### config.mk
export PLATFORM = sky130hd
export DESIGN_NAME = fact_mmio_flat
export DESIGN_NICKNAME = d
export VERILOG_FILES = /design/src/rtl/fact_pkg.sv /design/src/rtl/fact_mmio_if.sv /design/src/rtl/fact_mmio.sv /design/src/flat_wrapper.sv
export SDC_FILE = /design/constraint.sdc
export NUM_CORES = 1
export LEC_CHECK = 0
export CAP_MARGIN = 5
export CORE_MARGIN = 1.5
export CORE_UTILIZATION = 38
export DETAILED_ROUTE_END_ITERATION = 7
export HOLD_SLACK_MARGIN = 0.03
export PLACE_DENSITY = 0.77
export SYNTH_ARGS = -nofsm -noshare
export SYNTH_HDL_FRONTEND = slang
export SYNTH_SLANG_ARGS = --single-unit
export TNS_END_PERCENT = 20
### constraint.sdc
create_clock -name clk -period 1.4 [get_ports clk]
set_clock_uncertainty 0.05 [all_clocks]
set_input_delay 0.21 -clock clk [delete_from_list [all_inputs] [get_ports clk]]
set_output_delay 0.21 -clock clk [all_outputs]
set_load 0.02 [all_outputs]
### src/rtl/fact_pkg.sv
// Shared constants for the factorial MMIO front end: register map, bit positions, FSM states.
package fact_pkg;

    localparam logic [1:0] A_CTRL   = 2'd0;
    localparam logic [1:0] A_N      = 2'd1;
    localparam logic [1:0] A_STATUS = 2'd2;
    localparam logic [1:0] A_RESULT = 2'd3;

    localparam int CTRL_GO = 0;
    localparam int CTRL_IE = 1;

    localparam int ST_DONE = 0;
    localparam int ST_ERR  = 1;
    localparam int ST_BUSY = 2;
    localparam int ST_TO   = 3;

    typedef enum logic [1:0] {
        IDLE  = 2'd0,
        START = 2'd1,
        ARM   = 2'd2,
        BUSY  = 2'd3
    } state_e;

endpackage

### src/rtl/fact_mmio_if.sv
// Word-addressed CPU-side bus into the factorial front end, plus its interrupt line.
interface fact_mmio_if;
    logic        sel;
    logic        we;
    logic [1:0]  addr;
    logic [31:0] wd;
    logic [31:0] rd;
    logic        irq;

    modport master (output sel, output we, output addr, output wd, input rd, input irq);
    modport slave  (input sel, input we, input addr, input wd, output rd, output irq);
endinterface

### src/rtl/fact_mmio.sv
// MMIO front end for the factorial core: operand/control registers, run sequencer with
// timeout, sticky status and result capture, interrupt generation.
module fact_mmio
    import fact_pkg::*;
#(
    parameter int N_W    = 4,
    parameter int RES_W  = 4,
    parameter int TO_CYC = 1024
) (
    input  logic             clk,
    input  logic             rst_n,
    fact_mmio_if.slave       bus,
    output logic [N_W-1:0]   fc_n,
    output logic             fc_go,
    input  logic             fc_done,
    input  logic             fc_err,
    input  logic [RES_W-1:0] fc_nf
);

    localparam int CNT_W = $clog2(TO_CYC);

    state_e             r_state;
    state_e             w_next;
    logic [N_W-1:0]     r_n;
    logic [N_W-1:0]     r_n_lat;
    logic               r_ie;
    logic               r_done;
    logic               r_err;
    logic               r_to;
    logic [RES_W-1:0]   r_result;
    logic [CNT_W-1:0]   r_cnt;
    logic [31:0]        w_rd;
    logic               w_wr;
    logic               w_go_req;
    logic               w_start;
    logic               w_w1c;
    logic               w_cnt_last;
    logic               w_busy;
    logic               w_unused_wd;

    assign w_wr        = bus.sel & bus.we;
    assign w_go_req    = w_wr & (bus.addr == A_CTRL) & bus.wd[CTRL_GO];
    assign w_start     = (r_state == IDLE) & w_go_req;
    assign w_w1c       = w_wr & (bus.addr == A_STATUS) & bus.wd[ST_DONE];
    assign w_cnt_last  = (r_cnt == CNT_W'(TO_CYC - 1));
    assign w_busy      = (r_state != IDLE);
    assign w_unused_wd = ^bus.wd;

    // State register
    always_ff @(posedge clk or negedge rst_n) begin
        if (!rst_n) begin
            r_state <= IDLE;
        end else begin
            r_state <= w_next;
        end
    end

    // Next-state logic; ARM exists so a core status left over from the last run is never sampled
    always_comb begin
        w_next = r_state;
        case (r_state)
            IDLE:    w_next = w_go_req ? START : IDLE;
            START:   w_next = ARM;
            ARM:     w_next = BUSY;
            BUSY: begin
                if (fc_done | fc_err | w_cnt_last) begin
                    w_next = IDLE;
                end else begin
                    w_next = BUSY;
                end
            end
            default: w_next = IDLE;
        endcase
    end

    // Software-visible config: operand, interrupt enable, and the operand snapshot for the run
    always_ff @(posedge clk or negedge rst_n) begin
        if (!rst_n) begin
            r_n     <= {N_W{1'b0}};
            r_ie    <= 1'b0;
            r_n_lat <= {N_W{1'b0}};
        end else begin
            if (w_wr && (bus.addr == A_N)) begin
                r_n <= bus.wd[N_W-1:0];
            end
            if (w_wr && (bus.addr == A_CTRL)) begin
                r_ie <= bus.wd[CTRL_IE];
            end
            if (w_start) begin
                r_n_lat <= r_n;
            end
        end
    end

    // Sticky status and result; hardware set outranks a same-cycle W1C
    always_ff @(posedge clk or negedge rst_n) begin
        if (!rst_n) begin
            r_done   <= 1'b0;
            r_err    <= 1'b0;
            r_to     <= 1'b0;
            r_result <= {RES_W{1'b0}};
        end else if (w_start) begin
            r_done <= 1'b0;
            r_err  <= 1'b0;
            r_to   <= 1'b0;
        end else if ((r_state == BUSY) && fc_err) begin
            r_done <= 1'b1;
            r_err  <= 1'b1;
        end else if ((r_state == BUSY) && fc_done) begin
            r_done   <= 1'b1;
            r_result <= fc_nf;
        end else if ((r_state == BUSY) && w_cnt_last) begin
            r_done <= 1'b1;
            r_err  <= 1'b1;
            r_to   <= 1'b1;
        end else if (w_w1c) begin
            r_done <= 1'b0;
            r_err  <= 1'b0;
            r_to   <= 1'b0;
        end
    end

    // Timeout counter, only advances in BUSY and is left before it could wrap
    always_ff @(posedge clk or negedge rst_n) begin
        if (!rst_n) begin
            r_cnt <= {CNT_W{1'b0}};
        end else if (w_start) begin
            r_cnt <= {CNT_W{1'b0}};
        end else if ((r_state == BUSY) && !w_cnt_last) begin
            r_cnt <= r_cnt + CNT_W'(1);
        end
    end

    // Read mux
    always_comb begin
        w_rd = 32'd0;
        if (bus.sel) begin
            case (bus.addr)
                A_CTRL:   w_rd = {30'd0, r_ie, 1'b0};
                A_N:      w_rd = {{(32-N_W){1'b0}}, r_n};
                A_STATUS: w_rd = {28'd0, r_to, w_busy, r_err, r_done};
                A_RESULT: w_rd = {{(32-RES_W){1'b0}}, r_result};
                default:  w_rd = 32'd0;
            endcase
        end else begin
            w_rd = 32'd0;
        end
    end

    assign bus.rd  = w_rd;
    assign bus.irq = r_done & r_ie;
    assign fc_n    = r_n_lat;
    assign fc_go   = (r_state == START);

endmodule

### src/flat_wrapper.sv
// flat-port wrapper written by rule: the top's interface ports become plain ports
module fact_mmio_flat import fact_pkg::*;
#(
    parameter int N_W    = 4,
    parameter int RES_W  = 4,
    parameter int TO_CYC = 1024
)
  (clk, rst_n, fc_n, fc_go, fc_done, fc_err, fc_nf, bus_sel, bus_we, bus_addr, bus_wd, bus_rd, bus_irq);
  fact_mmio_if bus_i ();
  input  logic clk;
  input  logic rst_n;
  output logic [N_W-1:0] fc_n;
  output logic fc_go;
  input  logic fc_done;
  input  logic fc_err;
  input  logic [RES_W-1:0] fc_nf;
  input wire logic [$bits(bus_i.sel)-1:0] bus_sel;
  input wire logic [$bits(bus_i.we)-1:0] bus_we;
  input wire logic [$bits(bus_i.addr)-1:0] bus_addr;
  input wire logic [$bits(bus_i.wd)-1:0] bus_wd;
  output wire logic [$bits(bus_i.rd)-1:0] bus_rd;
  output wire logic [$bits(bus_i.irq)-1:0] bus_irq;
  assign bus_i.sel = bus_sel;
  assign bus_i.we = bus_we;
  assign bus_i.addr = bus_addr;
  assign bus_i.wd = bus_wd;
  assign bus_rd = bus_i.rd;
  assign bus_irq = bus_i.irq;
  fact_mmio #(.N_W(N_W), .RES_W(RES_W), .TO_CYC(TO_CYC)) u_core (.clk(clk), .rst_n(rst_n), .bus(bus_i), .fc_n(fc_n), .fc_go(fc_go), .fc_done(fc_done), .fc_err(fc_err), .fc_nf(fc_nf));
endmodule
==> results.sh <==
export IMPL_status="complete, but fails checks"
export IMPL_failing_checks="negative setup slack"
export IMPL_final_setup_violations=16
export IMPL_syn_instance_count=178
export IMPL_detailroute_via_count=1427
export IMPL_global_route_usage_total_pct=15.7
export IMPL_avgSynthCellArea_um2=10.1
export IMPL_final_core_utilization_pct=54.7
export IMPL_floorplan_core_area_um2=4440
export IMPL_syn_area_um2=1790
export IMPL_floorplan_rows=24
export IMPL_critical_path_class="reg2out"
export IMPL_gp_congestion=0.889
export IMPL_fillCellCount=387
export IMPL_p_leak_nw=1.15
export IMPL_drt_initial_drc_count=96
export IMPL_timing_final_max_slew_violations=0
export IMPL_clock_fmax_mhz=595
export IMPL_avgViaCountPerCell=4.84
export IMPL_grt_pass1_vias=1371
export IMPL_report_power_total_mw=4.06
export IMPL_synth_largest_area_cell="dfrtp_1"
export IMPL_firstDrtPassIters=6
export IMPL_worst_ir_drop_vdd_mv=0.824
export IMPL_clk_path_buf_depth=2
export IMPL_synth_sequential_area_ratio_pct=39.1
export IMPL_dieWidth_um=71.7
export IMPL_ant_nets=0
export IMPL_cts_root_buffer="clkbuf_8"
export IMPL_crit_path_start="u_core.r_err"
export IMPL_layout_min_cycle_time_ps=1680
export IMPL_place_inst=284
export IMPL_drt_wl_total_um=3820
export IMPL_initial_standard_cell_utilization_of_the_core_pct=40.3
export IMPL_detailed_place_hpwl_um=2850
export IMPL_htree_num_levels=1
export IMPL_synth_yosys_warnings=0
export IMPL_timing_final_crit_share_pct=120
export IMPL_maxCapViolCount=0
export IMPL_arrival_ps=1420
export IMPL_synth_distinct_cells=51
export IMPL_setup_slack_ps=-281
export IMPL_floorplan_die_area_um2=5140
export IMPL_top_level_ports=82
export IMPL_cp_start_kind="register"
export IMPL_ys_top_cells_by_area="dfrtp_1, buf_4, nand2_1"
export IMPL_critPathMaxFanout=2
export IMPL_flow_area_growth_from_synthesis_pct=35.7
export IMPL_clkSinkCount=28
export IMPL_clk_insertion_delay_late_ps=270
export IMPL_asyncSetResetFlopFracSynth_pct=100
export IMPL_worst_hold_path_type="in2async"
export IMPL_antennaDiodeCount=0
export IMPL_port_buffer_count=25
export IMPL_cts_tree="yes"
export IMPL_crit_path_end_kind="primary output"
export IMPL_required_time_of_the_critical_path_ps=1140
export IMPL_drive_above_1_share_pct=38.3
export IMPL_final_routed_drc_violation_total=0
export IMPL_rsz0062_at_grt="yes"
export IMPL_finish_cell_count_without_fillers=295
export IMPL_post_drt_wl_per_cell_um=12.9
export IMPL_grt_max_degree=29
export IMPL_yosys_register_bits=28
export IMPL_grt_antenna_before_repair=0
export IMPL_globalRoute_totalOverflow=0
export IMPL_pre_cts_ws_ps=-903
export IMPL_wire_length_of_the_first_global_routing_pass_um=6320
export IMPL_cts_reportedPaths_clkPinSlew_ps=100
export IMPL_synthDominantCellAreaShare_pct=39.1
export IMPL_chipHeight_um=71.7
export IMPL_synth_ff_type="dfrtp_1"
export IMPL_cellPowerDensity_nw_per_um2=1670
export IMPL_synth_edff_count=0
export IMPL_finalHoldViolCount=0
export IMPL_hold_worst_slack_ps=238
export IMPL_cts_buffers_inserted=3
export IMPL_nets=289
export IMPL_critical_path_reg2reg_startpoint="u_core.r_state[0]"
[area by class of cell]
type,count,area (um^2),area share [%]
multi-input combinational,139,1010,41.5
tap,52,65.1,2.67
timing repair buffer,69,598,24.6
inverter,3,11.3,0.463
sequential,28,703,28.9
clock buffer,4,45.0,1.85
[per-layer routing]
layer	vias to the layer above	wire [um]	part of all wire, %	global-route usage, %
met5	-	0	0	0
met4	0	68	1.8	6.29
met3	4	77	2.0	0.844
met2	33	2020	53	28.2
met1	691	1660	43	19.6
li1	699	-	-	-
[cells in the final DEF, fill, tap and decap left out, drive strengths merged, types with 2 or more instances in the layout]
cell and count:
buf 50, nand2 29, conb 28, dfrtp 28, clkdlybuf4s50 12, mux2 11
nor2 8, nor3 7, dlygate4sd2 5, a21oi 5, and3 4, clkbuf 4
nor2b 4, and2 4, nand3 4, inv 3, o211ai 3, nand4 3
a22oi 3, xnor2 2, o31ai 2, nor4 2, a211oi 2
[registers in the layout, summed over array words and instances, names as in the netlist]
name,flops
u_core.r_cnt,10
u_core.r_n,4
u_core.fc_n,4
u_core.r_state,2
u_core.r_ie,1
u_core.r_result,4
u_core.r_err,1
u_core.r_done,1
u_core.r_to,1
[cells in the mapped netlist (2+ instances only)]
| cell | n |
|---|---|
| xnor2_1 | 2 |
| a21oi_1 | 5 |
| nand4_1 | 2 |
| dfrtp_1 | 28 |
| buf_4 | 30 |
| mux2_4 | 4 |
| buf_2 | 3 |
| a22oi_1 | 3 |
| mux2_2 | 7 |
| nor2_1 | 8 |
| nand2_1 | 28 |
| nand3_2 | 2 |
| o211ai_1 | 3 |
| o31ai_1 | 2 |
| and3_1 | 2 |
| and3_4 | 2 |
| nor2b_1 | 4 |
| nor3_1 | 5 |
| and2_1 | 3 |
| nand3_1 | 2 |
| inv_1 | 3 |
[power by group]
group | total [mW] | switching (mW) | leakage, nW | internal (mW)
clock network | 0.454 | 0.250 | 0.0228 | 0.204
registers | 1.45 | 0.316 | 0.335 | 1.14
logic | 2.16 | 0.987 | 0.792 | 1.17
total | 4.06 | 1.55 | 1.15 | 2.51
[cells by family after synthesis]
logic type | share of synthesized area, %
AND/OR/NAND/NOR | 24.1
buffers and inverters | 14.9
flip-flops | 39.1
AO/OA/AOI/OAI | 10.5
multiplexers | 9.56
XOR/XNOR | 0.977
adder cells (fa/ha/maj) | 0.698
other | 0.209
[what timing repair did]
item / in CTS / in global routing
resized for setup: 51 / 14
pin swaps: 15 / 3
hold buffers: 0 / 0
setup endpoints to repair: 32 / 29
buffers inserted: 2 / 5
[worst max-delay path: stages, from the launching register on]
cell and delay, ps:
dfrtp_1 410, mux4_2 460, and2_4 150, buf_6 120
[worst paths after layout]
path / endpoint / slack (ps) / cells past startpoint
setup / recovery: bus_rd[1] / -280 / 3
max in group asynchronous: u_core.r_cnt[2] / 900 / 2
hold / removal: u_core.r_cnt[6] / 240 / 2
setup reg to reg: u_core.r_cnt[5] / -170 / 5
min in group clk: u_core.fc_n[0] / 430 / 2
hold reg to reg: u_core.fc_n[0] / 430 / 2
[stage by stage]
stage | area [um^2] | setup TNS [ps]
after floorplan | 1910 | -136
after global placement | 2250 | -11740
after detailed placement | 2250 | -12360
after CTS | 2340 | -1280
after global routing | 2430 | -2940
final | 2430 | -1740
Power figures use the tool's default switching activity.
